<file path="src/rtl/pipeline_hazard_sequencer.sv">
// Stall/flush sequencer for the 5-stage pipeline: load-use interlock, branch/jump
// redirects, and a multi-cycle mult/div hold on EXE, plus saturating perf counters.
module pipeline_hazard_sequencer #(
  parameter int unsigned MD_LATENCY = 8,
  parameter int unsigned CNT_W      = 16
) (
  input  logic             clk,
  input  logic             rst_n,
  input  logic [4:0]       IF_ID_Rs,
  input  logic [4:0]       IF_ID_Rt,
  input  logic             id_uses_rt,
  input  logic             ID_EXE_MemRead,
  input  logic [4:0]       ID_EXE_RtReg,
  input  logic             id_jump,
  input  logic             id_md_start,
  input  logic             branch_taken,
  output logic             pc_write,
  output logic             if_id_write,
  output logic             id_exe_bubble,
  output logic             if_id_flush,
  output logic             id_exe_flush,
  output logic             exe_mem_flush,
  output logic [1:0]       pc_sel,
  output logic             md_busy,
  output logic             md_abort,
  output logic [CNT_W-1:0] stall_cycles,
  output logic [CNT_W-1:0] flush_events
);

  typedef enum logic {
    RUN     = 1'b0,
    MD_BUSY = 1'b1
  } state_t;

  localparam logic [1:0] PC_SEL_SEQ    = 2'd0;
  localparam logic [1:0] PC_SEL_BRANCH = 2'd1;
  localparam logic [1:0] PC_SEL_JUMP   = 2'd2;
  localparam logic [5:0] MD_LOAD       = 6'(MD_LATENCY - 1);

  state_t           state_q, state_d;
  logic [5:0]       md_cnt_q, md_cnt_d;
  logic             md_abort_q, md_abort_d;
  logic [CNT_W-1:0] stall_q, stall_d;
  logic [CNT_W-1:0] flush_q, flush_d;
  logic             lu;
  logic             flush_evt;

  always_comb begin
    lu = ID_EXE_MemRead && (ID_EXE_RtReg != 5'd0) &&
         ((ID_EXE_RtReg == IF_ID_Rs) || (id_uses_rt && (ID_EXE_RtReg == IF_ID_Rt)));
  end

  always_comb begin
    pc_write      = 1'b1;
    if_id_write   = 1'b1;
    id_exe_bubble = 1'b0;
    if_id_flush   = 1'b0;
    id_exe_flush  = 1'b0;
    exe_mem_flush = 1'b0;
    pc_sel        = PC_SEL_SEQ;
    flush_evt     = 1'b0;
    state_d       = state_q;
    md_cnt_d      = md_cnt_q;
    md_abort_d    = 1'b0;

    if (!rst_n) begin
      // outputs held at their run defaults while reset is asserted
      state_d  = RUN;
      md_cnt_d = '0;
    end else if (branch_taken) begin
      pc_sel        = PC_SEL_BRANCH;
      if_id_flush   = 1'b1;
      id_exe_flush  = 1'b1;
      exe_mem_flush = 1'b1;
      flush_evt     = 1'b1;
      if (state_q == MD_BUSY) begin
        state_d    = RUN;
        md_cnt_d   = '0;
        md_abort_d = 1'b1;
      end
    end else if (state_q == MD_BUSY) begin
      pc_write      = 1'b0;
      if_id_write   = 1'b0;
      id_exe_bubble = 1'b1;
      // counter runs MD_LATENCY-1 down to 0, giving MD_LATENCY busy cycles
      if (md_cnt_q == 6'd0) begin
        state_d = RUN;
      end else begin
        md_cnt_d = md_cnt_q - 6'd1;
      end
    end else if (lu) begin
      pc_write      = 1'b0;
      if_id_write   = 1'b0;
      id_exe_bubble = 1'b1;
    end else if (id_md_start) begin
      state_d  = MD_BUSY;
      md_cnt_d = MD_LOAD;
    end else if (id_jump) begin
      pc_sel      = PC_SEL_JUMP;
      if_id_flush = 1'b1;
      flush_evt   = 1'b1;
    end
  end

  always_comb begin
    stall_d = stall_q;
    if (!pc_write && (stall_q != '1)) begin
      stall_d = stall_q + CNT_W'(1);
    end
    flush_d = flush_q;
    if (flush_evt && (flush_q != '1)) begin
      flush_d = flush_q + CNT_W'(1);
    end
  end

  always_ff @(posedge clk or negedge rst_n) begin
    if (!rst_n) begin
      state_q    <= RUN;
      md_cnt_q   <= '0;
      md_abort_q <= 1'b0;
      stall_q    <= '0;
      flush_q    <= '0;
    end else begin
      state_q    <= state_d;
      md_cnt_q   <= md_cnt_d;
      md_abort_q <= md_abort_d;
      stall_q    <= stall_d;
      flush_q    <= flush_d;
    end
  end

  assign md_busy      = (state_q == MD_BUSY);
  assign md_abort     = md_abort_q;
  assign stall_cycles = stall_q;
  assign flush_events = flush_q;

endmodule

</file>
<file path="config.mk">
export PLATFORM = sky130hd
export DESIGN_NAME = pipeline_hazard_sequencer
export DESIGN_NICKNAME = d
export VERILOG_FILES = /design/src/rtl/pipeline_hazard_sequencer.sv
export SDC_FILE = /design/constraint.sdc
export NUM_CORES = 1
export LEC_CHECK = 0
export CAP_MARGIN = 40
export CORE_MARGIN = 2
export CORE_UTILIZATION = 48
export DETAILED_ROUTE_END_ITERATION = 8
export PLACE_DENSITY = 0.8
export SETUP_SLACK_MARGIN = 0.2
export SYNTH_ARGS = -nofsm -noshare
export SYNTH_HDL_FRONTEND = slang
export SYNTH_SLANG_ARGS = --single-unit
</file>
<file path="constraint.sdc">
create_clock -name clk -period 2.64 [get_ports clk]
set_input_delay 0.264 -clock clk [delete_from_list [all_inputs] [get_ports clk]]
set_output_delay 0.264 -clock clk [all_outputs]
set_load 0.02 [all_outputs]
</file>
==> qor.txt <==
Adder-Cell Fraction of Synth Area -> 0.0221
H-tree levels -> 2
# diodes -> 0
Cell Area, Synth -> 2260 um^2
pin count of the biggest net entering global routing -> 39
max-slew violations -> 0
critical path launch point type -> input port
root buffer selected by CTS -> clkbuf_8
design area -> 3140 um^2
critical path class -> input port to primary output
Ys Warns -> 0
Final Wtd Congestion -> 0.775
first-pass GRT wire length -> 8.70 mm
unrepaired setup endpoints after global routing -> true
final setup vio count -> 0
fill count -> 331
Leakage -> 0.00136 uW
total gr overflow -> 0
Area Growth Syn to Fin -> 38.7%
Crit. End Element -> primary output
Pre-Repair DR Iteration Count -> 4
clock buffer depth -> 2
pwr dens -> 613 nW/um^2
Area after DPL -> 2990 um^2
number of port buffers -> 63
status -> complete, no violations
share of cells above drive strength 1 -> 0.130
mux contribution to synthesized area -> 0.0205
max-cap viol count -> 0
TritonCTS buffer count -> 5
DIE HEIGHT -> 72.6 um
CP Cell Sequence -> clkdlybuf4s50_1 > or4_4 > o21ai_4 > nor2_4 > o21a_1 > inv_1 > dlygate4sd2_1
row count -> 24
worst path arrival time -> 2150 ps
Layout Nets -> 318
synthesized net count -> 241
fin crit period -> 2410 ps
slowest CP cell -> or4_4
clk slew on worst S/H paths -> 80 ps
peak fanout along the critical path -> 5
number of global-route vias before repair -> 1,824
Final Hold Fails -> 0
gr usage total -> 0.212
main combinational cell family by area after synthesis -> simple AND/OR/NAND/NOR gates
register area share after synthesis -> 0.443
Critical Path RT -> 2380 ps
Post-Syn Area per Cell -> 10.5 um^2
Skew-Pair Late Insertion Delay -> 300 ps
Post-Syn Instances -> 215
period utilization -> 0.915
Worst-Margin Slew -> 601 ps
Worst path max stage delay -> 560 ps
initial antenna violation count -> 0
total power -> 1920 uW
Synth Area in Simple Gates -> 0.219
Detailed Route WL -> 5.10 mm
Die Wd -> 72.6 um
Vias per Instance -> 5.38
crit path launch -> ID_EXE_RtReg[2]
Hold Crit Class -> input port to asynchronous set/reset pin
TritonCTS clock tree -> yes
max frequency -> 414 MHz
core area -> 4440 um^2
Synth Area in Compound Gates -> 0.111
Unique masters post-synth -> 49
# DRC -> 0
I/O Pins -> 64
peak supply drop -> 0.428 mV
Max-slew headroom -> 0.599
Iteration-0 DRC Markers -> 141
reg2reg start -> stall_cycles[0]
DIE AREA -> 5280 um^2
wire per inst -> 14.8 um
CTS Sinks -> 40
xor/xnor share of the synthesized area -> 0.151
Top delay family on crit path -> buffers and inverters
Critical path buffers and inverters -> 3
HPWL Detailed -> 3.69 mm
Antenna Nets Post-Route -> 0
Layout Skew -> 12.9 ps
worst hold slack -> 339 ps
post-synthesis register bit count -> 40
Starting Density -> 0.509
vias -> 1,857
-- layout by cell type (no fill, tap or decap), drive strengths merged, types with 4 or more instances in the layout --
cell / Yosys / final
and4: 4 / 4
clkdlybuf4s50: 0 / 56
inv: 10 / 10
nand2: 14 / 14
o21ai: 5 / 5
buf: 5 / 12
nand3: 14 / 14
nor2: 12 / 12
xnor2: 24 / 24
nor3: 6 / 6
dfrtp: 40 / 40
xor2: 15 / 15
ha: 4 / 4
clkbuf: 0 / 6
nand4: 10 / 10
and3: 11 / 11
-- worst register-to-register path, stage by stage, from the launching register on --
cell,delay [ps]
dfrtp_1,450
ha_1,280
and3_4,210
a32o_2,260
nor3b_4,520
mux2_2,400
-- power breakdown --
| part | total [uW] | switching [uW] | internal, uW | leakage (uW) |
|---|---|---|---|---|
| Clock | 532 | 222 | 309 | 0.0000614 |
| Sequential | 825 | 122 | 703 | 0.000521 |
| Combinational | 566 | 272 | 294 | 0.000779 |
-- cell type report --
class,count,area [um^2],share of cell area
clock buffer,6,82.6,0.0263
clock inverter,2,38.8,0.0124
inverter,10,37.5,0.0120
multi-input combinational,160,1190,0.380
sequential,40,1000,0.319
tap,52,65.1,0.0208
timing repair buffer,75,719,0.229
-- path summary, 6_finish.rpt --
| path | end | slack, ps | cells past startpoint |
|---|---|---|---|
| min in group clk | flush_events[15] | 490 | 1 |
| setup / recovery | if_id_write | 230 | 7 |
| hold / removal | md_cnt_q[1] | 340 | 2 |
| hold reg to reg | flush_events[15] | 490 | 1 |
| setup reg to reg | stall_cycles[1] | 420 | 5 |
| max in group asynchronous | stall_cycles[11] | 1590 | 3 |
-- metal layers --
metal  up-vias  part of all wire  GRT usage
met3         6             0.047     0.0552
met1       886              0.46      0.284
li1        915                 -          -
met4         0             0.011     0.0679
met5         -                 0          0
met2        50              0.48      0.336
-- synthesized netlist by cell type (all sizes together) --
cell	instances	area share
a21oi	3	0.0066
nor3b	1	0.0083
nand2b	1	0.0028
nor3	6	0.013
a21boi	2	0.0066
buf	5	0.017
and3	11	0.035
a221oi	1	0.0066
o31a	2	0.0083
nand2	14	0.023
a22oi	1	0.0055
nor4	1	0.0055
o211a	1	0.0044
o211ai	2	0.0066
inv	10	0.017
mux2	2	0.012
nand4	10	0.028
a21o	1	0.0033
or4	1	0.0050
ha	4	0.022
o21ai	5	0.016
a32oi	1	0.012
and4	4	0.015
dfrtp	40	0.44
a32o	1	0.0050
and2	3	0.0083
nand3b	1	0.0033
xnor2	24	0.093
mux2i	2	0.0089
o31ai	2	0.013
o221a	1	0.0050
nor2	12	0.020
nor2b	3	0.0083
or3b	1	0.0039
or2	1	0.0028
nand3	14	0.031
or3	2	0.0055
o22ai	1	0.0028
a31oi	2	0.0055
xor2	15	0.058
o21a	1	0.0033
-- registers in the layout, indices dropped and copies added (netlist names) --
signal        flops
stall_cycles     16
md_cnt_q          6
md_abort          1
flush_events     16
md_busy           1
-- per-stage QoR --
step	setup WS, ps	TNS (ps)	utilization	instances
floorplan	598	0	-	215
global placement	-36.8	-116	0.672	335
detailed placement	-65.4	-235	0.672	335
CTS	5.89	0	0.701	344
global route	135	0	0.706	345
finish	225	0	0.706	345
-- cell families (layout without fill, tap and decap cells) --
| family | count (synthesis) | count (layout) |
|---|---|---|
| and+or+nand+nor | 86 | 86 |
| AOI/OAI and AO/OA | 27 | 27 |
| xor gates and xnor gates | 39 | 39 |
| buffers and inverters | 15 | 93 |
| adders and majority gates | 4 | 4 |
| DFF | 40 | 40 |
| muxes | 4 | 4 |
-- repair_timing --
action | 4_1_cts | 5_1_grt
resized for setup | 5 | 4
setup buffers | 0 | 1
hold buffers | 1 | 0
endpoints found under the setup margin | 5 | 4
hold endpoints to repair | 3 | 0
pin swaps | 0 | 2
(Power assumes the default switching activity.)
